## config.mk

```make
export PLATFORM = sky130hd
export DESIGN_NAME = hazard_scoreboard
export DESIGN_NICKNAME = d
export VERILOG_FILES = /design/src/rtl/hazard_scoreboard.sv
export SDC_FILE = /design/constraint.sdc
export NUM_CORES = 1
export LEC_CHECK = 0
export BUFFER_PORTS_ARGS = -buffer_cell sky130_fd_sc_hd__buf_4
export CAP_MARGIN = 20
export CORE_MARGIN = 2
export CORE_UTILIZATION = 35
export CTS_BUF_LIST = sky130_fd_sc_hd__clkbuf_8
export DETAILED_ROUTE_END_ITERATION = 7
export PLACE_DENSITY = 0.66
export SYNTH_ARGS = -nofsm -noshare
export SYNTH_HDL_FRONTEND = slang
export SYNTH_SLANG_ARGS = --single-unit
```

## constraint.sdc

```tcl
create_clock -name clk -period 3.95 [get_ports clk]
set_clock_uncertainty 0.2 [all_clocks]
set_input_delay 0.1975 -clock clk [delete_from_list [all_inputs] [get_ports clk]]
set_output_delay 0.1975 -clock clk [all_outputs]
set_load 0.05 [all_outputs]
```

## src/rtl/hazard_scoreboard.sv

```systemverilog
// ID-stage hazard scoreboard: shadows EX/MEM/WB destination info for the
// forwarding unit, detects load-use hazards, and handles freezes and flushes.
module hazard_scoreboard #(
    parameter int unsigned REG_AW = 5,
    parameter int unsigned CNT_W  = 16
) (
    input  logic              clk,
    input  logic              reset,
    input  logic              id_valid,
    input  logic [REG_AW-1:0] id_rs1,
    input  logic [REG_AW-1:0] id_rs2,
    input  logic              id_use_rs1,
    input  logic              id_use_rs2,
    input  logic [REG_AW-1:0] id_rd,
    input  logic              id_regWrite,
    input  logic              id_memRead,
    input  logic              id_memAccess,
    input  logic              flush,
    input  logic              mem_ready,
    output logic              stall,
    output logic              bubble,
    output logic              freeze,
    output logic [REG_AW-1:0] EXMEMrd,
    output logic              EXMEMregWrite,
    output logic [REG_AW-1:0] MEMWBrd,
    output logic              MEMWBregWrite,
    output logic [CNT_W-1:0]  stall_cnt,
    output logic [CNT_W-1:0]  freeze_cnt
);

    typedef struct packed {
        logic              valid;
        logic [REG_AW-1:0] rd;
        logic              regwrite;
        logic              memread;
        logic              memaccess;
    } stage_t;

    typedef enum logic [1:0] {
        ACT_ADVANCE,
        ACT_LOADUSE,
        ACT_FLUSH,
        ACT_FREEZE
    } act_t;

    localparam logic [CNT_W-1:0] CNT_ONE = CNT_W'(1);

    stage_t ex_q, mem_q, wb_q;
    stage_t id_s;
    act_t   act;
    logic   freeze_cond;
    logic   loaduse;
    logic   rs1_hit, rs2_hit;

    always_comb begin
        id_s = {id_valid, id_rd, id_regWrite, id_memRead, id_memAccess};

        freeze_cond = mem_q.valid && mem_q.memaccess && !mem_ready;
        rs1_hit     = id_use_rs1 && (id_rs1 == ex_q.rd);
        rs2_hit     = id_use_rs2 && (id_rs2 == ex_q.rd);
        loaduse     = id_valid && ex_q.valid && ex_q.memread &&
                      (ex_q.rd != '0) && (rs1_hit || rs2_hit);

        act = ACT_ADVANCE;
        if (freeze_cond)
            act = ACT_FREEZE;
        else if (flush)
            act = ACT_FLUSH;
        else if (loaduse)
            act = ACT_LOADUSE;

        // Stages are being cleared during reset, so no hold/bubble request is meaningful.
        stall  = !reset && ((act == ACT_FREEZE) || (act == ACT_LOADUSE));
        bubble = !reset && ((act == ACT_FLUSH)  || (act == ACT_LOADUSE));
        freeze = !reset && (act == ACT_FREEZE);

        EXMEMrd       = mem_q.rd;
        EXMEMregWrite = mem_q.valid && mem_q.regwrite && (mem_q.rd != '0);
        MEMWBrd       = wb_q.rd;
        MEMWBregWrite = wb_q.valid && wb_q.regwrite && (wb_q.rd != '0);
    end

    always_ff @(posedge clk) begin
        if (reset) begin
            ex_q       <= '0;
            mem_q      <= '0;
            wb_q       <= '0;
            stall_cnt  <= '0;
            freeze_cnt <= '0;
        end else begin
            case (act)
                ACT_FREEZE: begin
                    if (freeze_cnt != '1)
                        freeze_cnt <= freeze_cnt + CNT_ONE;
                end
                ACT_FLUSH, ACT_LOADUSE: begin
                    ex_q  <= '0;
                    mem_q <= ex_q;
                    wb_q  <= mem_q;
                    if ((act == ACT_LOADUSE) && (stall_cnt != '1))
                        stall_cnt <= stall_cnt + CNT_ONE;
                end
                default: begin
                    ex_q  <= id_s;
                    mem_q <= ex_q;
                    wb_q  <= mem_q;
                end
            endcase
        end
    end

endmodule

```

==> results of run 1 <==
[area by class of cell]
class	instances	area share, %
clock buffer	6	2.34
clock inverter	2	1.10
inverter	5	0.532
multi-input combinational	231	43.0
sequential	56	31.8
tap	102	3.62
timing repair buffer	81	17.7
[registers in the layout, indices dropped and copies added, names as in the netlist]
register and flops:
freeze_cnt 16, stall_cnt 16, ex_q 9, EXMEMrd 5, MEMWBrd 5, mem_q 3, wb_q 2
[cells by family (layout without fill, tap and decap cells)]
logic type      Yosys count  after routing
xor+xnor                 11             11
compound gates           68             68
mux                      19             19
buf+inv                  30             94
fa+ha+maj                 4              4
flops                    56             56
simple gates            129            129
[Yosys cell counts, drive strengths merged, types with 3 or more instances]
cell and n:
dfxtp 56, nor2 37, a21oi 25, mux2i 16, buf 15, or4 15, nand2 14, o31ai 12
nand4 11, clkbuf 10, or3 9, xor2 9, nand3 8, o21ai 8, a22oi 7, nor4 7
or2 6, inv 5, nor2b 5, nor3 5, o41ai 5, ha 4, and4 3, mux2 3
nor3b 3
[power by group]
part	switching (uW)	internal, uW	total, uW
registers	7.70	572	579
logic	38.3	36.2	74.5
clock network	193	208	401
total	239	815	1050
[what timing repair did]
action	in CTS	in global routing
buffers inserted	0	0
hold buffers	7	0
hold endpoints to repair	7	0
[per-stage QoR]
step,instance area (sq um),std cells,util [%]
3_5_place_dp,3340,468,43.2
4_1_cts,3530,483,45.7
3_3_place_gp,3330,467,43.1
6_report,3530,483,45.7
5_1_grt,3530,483,45.7
2_1_floorplan,2790,317,-
[routing by layer]
layer  vias up  GRT usage, %
met3         5          3.79
met2        72          25.4
met4         0          3.31
li1       1298             -
met1      1200          21.6
met5         -             0
[worst max path at each step]
stage / slack, ns / start / cells after the start / end
detailed placement: 0.73 / ex_q[3] / 8 / stall_cnt[9]
finish: 0.68 / ex_q[3] / 8 / stall_cnt[7]
CTS: 0.69 / ex_q[3] / 8 / stall_cnt[11]
global route: 0.40 / ex_q[6] / 9 / stall_cnt[11]
global placement: 0.81 / ex_q[3] / 8 / stall_cnt[9]
floorplan: 1.01 / ex_q[3] / 8 / stall_cnt[13]
[worst max-delay path, cell delays in order (launching register included)]
cell,delay [ns]
dfxtp_1,0.38
or4_1,0.52
o21ai_0,0.19
o21ai_0,0.16
ha_1,0.46
and4_1,0.28
nand3_1,0.30
or4_1,0.56
a21oi_1,0.15
==> results.yml, run 1 <==
place:
  portBuffers: 71
  place_congestion: 0.798
  place_ws_ns: 0.725
  dpl.hpwl_um: 4820
yosys:
  synth_compound_gate_area_share_pct: 15.8
  synth_top_family_by_area: "simple AND/OR/NAND/NOR gates"
  synth-xor-area-share_pct: 3.45
  yosys_warnings: 0
  synth_area_per_cell_sq_um: 8.80
  syn-num-nets: 346
  synth_cell_types: 47
  yosysSeqAreaShare_pct: 40.2
  synth-async-reset-ratio_pct: 0
  muxShareOfSynthArea_pct: 6.95
  yosys.area_share.simple_pct: 26.4
  synth-edff-count: 0
  yosys_most_used_dff: "dfxtp_1"
  syn_inst: 317
  netlist_area_sq_mm: 0.00279
  synth-seq-cells: 56
  ys_top_cells_by_area: "dfxtp_1, mux2i_1, nor2_1"
  yosys.area.top_type: "dfxtp_1"
  netlist.area_leader.share_pct: 40.2
  synth_fa_ha_area_share_pct: 1.79
detailed_routing:
  drtIter0Drc: 116
  top_layer: "met4"
  drcViolationCount: 0
  wire_per_inst_um: 14.2
  vias_per_cell: 5.33
  met2_length_um: 3130
  dr_wl_met3_um: 416
  drt_wl_total_um: 6850
  first_pass_iters: 4
  via_count: 2575
  wl_met1_um: 3250
  final_antenna_net_count: 0
setup_path:
  critPathRequiredTime_ns: 3.99
  path_class: "flip-flop to flip-flop"
  reg2reg_slack_ns: 0.68
  reg2reg_to: "stall_cnt[7]"
  cp-start-kind: "flip-flop"
  end_kind: "flip-flop"
  worstPathArrival_ns: 3.32
  rr_startpoint: "ex_q[3]"
  cp_max_fo: 11
  rr_worst_depth: 8
power_and_ir_drop:
  powerDensity_mw_per_mm2: 299
  cellLeakagePower_uw: 0.00133
  power_uw: 1050
  ir_worst_vdd_v: 0.000128
sta:
  max_freq_ghz: 0.305
  final_max_slew_viol_count: 0
  timing.hold.ws_ns: 0.113
  tns_ns: 0
  period_share_pct: 82.9
  fin_crit_ns: 3.27
  worst_slack_ns: 0.676
  setup_viol: 0
  tightest_slew_ns: 0.757
  slew_headroom_pct: 48.9
  rsz0062_at_grt: "no"
  hold_viol: 0
cells_and_area:
  regArea_sq_mm: 0.00112
  layout.nets: 409
  fillers: 766
  layout_common_cells: "buf_4, dfxtp_1, nor2_1, a21oi_1, mux2i_1"
  area_growth_pct: 26.5
  multiInputGateArea_sq_mm: 0.00152
  antenna_cells: 0
  final_common_cell: "buf_4"
  drive_above_1_share_pct: 26.2
die:
  boundaryPins: 72
  dieArea_sq_mm: 0.00870
  num_rows: 32
  chipHeight_um: 93.3
  die_w_um: 93.3
  initial_core_util_pct: 36.1
  core-area_sq_mm: 0.00773
run_status:
  status: "finished clean"
grt:
  grt_pass1_wl_um: 11300
  first_global_vias: 2402
  overflow: 0
  groute.usage.overall_pct: 15.8
  antenna_found_initial: 0
  grt_start_max_net_pins: 64
hold_path:
  min_from: "id_rd[4]"
  hold_depth: 4
  holdPathEnd: "ex_q[7]"
  worstHoldPathType: "primary input to flip-flop"
clocking:
  cts_buffers: 5
  cts_tree: "done"
  cts_resized: 0
  cts.sinks: 56
  clk_latency_ns: 0.31
  cts-root-buf: "clkbuf_8"
  cts_buffer_depth: 2
  cts-htree-levels: 2
  clkTransAtPathRegs_ns: 0.10
job:
  cap_violations: 0
Note: power is estimated with default switching activity, not from simulation.
==> inputs of run 2 (changes only) <==
- clock period: 3.95 -> 3.2 ns (I/O delays scaled with it)
==> run 2 against run 1 <==
Die area did not move. Largest power group unchanged. Flip-flop and latch count did not move. First-iteration DRC count rose by 5.2%. Global-route usage rose by 0.17 points. Hold slack got worse by 0.082 ns. Largest cell class unchanged. Clock-buffer cell count fell by 1.
==> results.yml, run 2 (synthesis gave the netlist of run 1 again) <==
hold_path:
  min_from: "id_rd[4]"
  worstHoldPathType: "primary input to flip-flop"
  hold_depth: 4
  holdPathEnd: "ex_q[7]"
power_and_ir_drop:
  seq_power_share_pct: 58.2
  power_switching_uw: 315
  ir_worst_vdd_v: 0.000195
  pwr-share-clk_pct: 34.0
  powerDensity_mw_per_mm2: 345
  p_comb_share_pct: 7.8
  p_sw_share_pct: 25.7
  internal_power_uw: 913
  cellLeakagePower_uw: 0.00134
die:
  initial_core_util_pct: 36.1
  chipHeight_um: 93.3
  dieArea_sq_mm: 0.00870
  num_rows: 32
  die_w_um: 93.3
  core-area_sq_mm: 0.00773
  boundaryPins: 72
setup_path:
  reg2reg_slack_ns: 0.18
  cp_max_fo: 5
  critPathRequiredTime_ns: 3.25
  rr_worst_depth: 8
  rr_startpoint: "ex_q[3]"
  path_class: "flip-flop to flip-flop"
  cp-start-kind: "flip-flop"
  reg2reg_to: "stall_cnt[13]"
  worstPathArrival_ns: 3.08
  end_kind: "flip-flop"
grt:
  antenna_found_initial: 0
  overflow: 0
  grt_pass1_wl_um: 11200
  groute.usage.overall_pct: 16.0
  first_global_vias: 2352
  grt_start_max_net_pins: 64
clocking:
  cts_buffers: 5
  cts_setup_buffers: 0
  cts_buffer_depth: 2
  cts-root-buf: "clkbuf_8"
  cts-htree-levels: 2
  cts_tree: "done"
  cts.sinks: 56
  clk_latency_ns: 0.32
  clkTransAtPathRegs_ns: 0.12
sta:
  period_share_pct: 94.5
  timing.hold.ws_ns: 0.0305
  fin_crit_ns: 3.02
  final_max_slew_viol_count: 0
  tns_ns: 0
  rsz0062_at_grt: "no"
  max_freq_ghz: 0.331
  slew_headroom_pct: 52.5
  hold_viol: 0
  tightest_slew_ns: 0.703
  setup_viol: 0
  worst_slack_ns: 0.176
cells_and_area:
  final_common_cell: "buf_4"
  area_growth_pct: 27.7
  layout.nets: 415
  reg_top3: "freeze_cnt: 16 flops, stall_cnt: 16 flops, ex_q: 9 flops"
  drive_above_1_share_pct: 28.2
  antenna_cells: 0
  layout_common_cells: "buf_4, dfxtp_1, nor2_1, a21oi_1, mux2i_1"
detailed_routing:
  drtIter0Drc: 122
  vias_per_cell: 5.40
  first_pass_iters: 4
  drt_wl_total_um: 6920
  final_antenna_net_count: 0
  via_count: 2643
  wire_per_inst_um: 14.2
  drcViolationCount: 0
place:
  place_ws_ns: 0.0963
  place_congestion: 0.843
  portBuffers: 71
  dpl.hpwl_um: 5000
job:
  cap_violations: 0
run_status:
  status: "finished clean"
run 2: per-layer routing:
layer / track usage (%) / routed length (um) / vias up
met1: 21.5 / 3230 / 1251
met3: 4.67 / 446 / 6
met4: 4.29 / 70 / 0
met5: 0 / 0 / -
met2: 24.9 / 3180 / 77
li1: - / - / 1309
run 2: cell type report:
type / instances / area [sq um]
inverter: 5 / 18.8
timing repair buffer: 87 / 671
tap: 102 / 128
clock inverter: 3 / 25.0
fill: 782 / 4160
clock buffer: 5 / 68.8
multi-input combinational: 231 / 1530
sequential: 56 / 1120
run 2: worst max-delay path by stage:
stage | from | endpoint | slack [ns] | cells past startpoint
2_1_floorplan | ex_q[3] | stall_cnt[13] | 0.26 | 8
3_3_place_gp | ex_q[3] | stall_cnt[11] | 0.17 | 8
3_5_place_dp | ex_q[3] | stall_cnt[11] | 0.1 | 8
4_1_cts | ex_q[6] | stall_cnt[11] | 0.08 | 10
5_1_grt | ex_q[6] | freeze_cnt[13] | 0.004 | 9
6_report | ex_q[3] | stall_cnt[13] | 0.18 | 8
run 2: what timing repair did:
item	4_1_cts	5_1_grt
resized for setup	0	4
hold endpoints to repair	7	0
hold buffers	7	0
endpoints found under the setup margin	0	8
run 2: critical path, cell delays in order, from the launching register on:
cell	delay (ns)
dfxtp_1	0.36
or4_1	0.53
o21ai_0	0.20
o21ai_1	0.13
ha_1	0.36
and4_4	0.26
nor4b_2	0.18
or4b_2	0.60
a21oi_1	0.15
run 2: metrics by stage:
stage               util, %  power (uW)  cells  area, sq um
CTS                    45.9        1240    489         3550
global placement       43.8         819    474         3390
detailed placement     43.8         820    474         3390
floorplan                 -         781    317         2790
global route           46.1        1280    489         3560
finish                 46.1        1230    489         3560
run 2: power by group through the flow:
stage               logic (uW)  clock network (uW)  registers [uW]
floorplan                 53.1                   0             728
global placement          88.3                   0             730
detailed placement        89.6                   0             731
CTS                       96.4                 429             715
global route               105                 457             716
finish                    95.9                 417             715
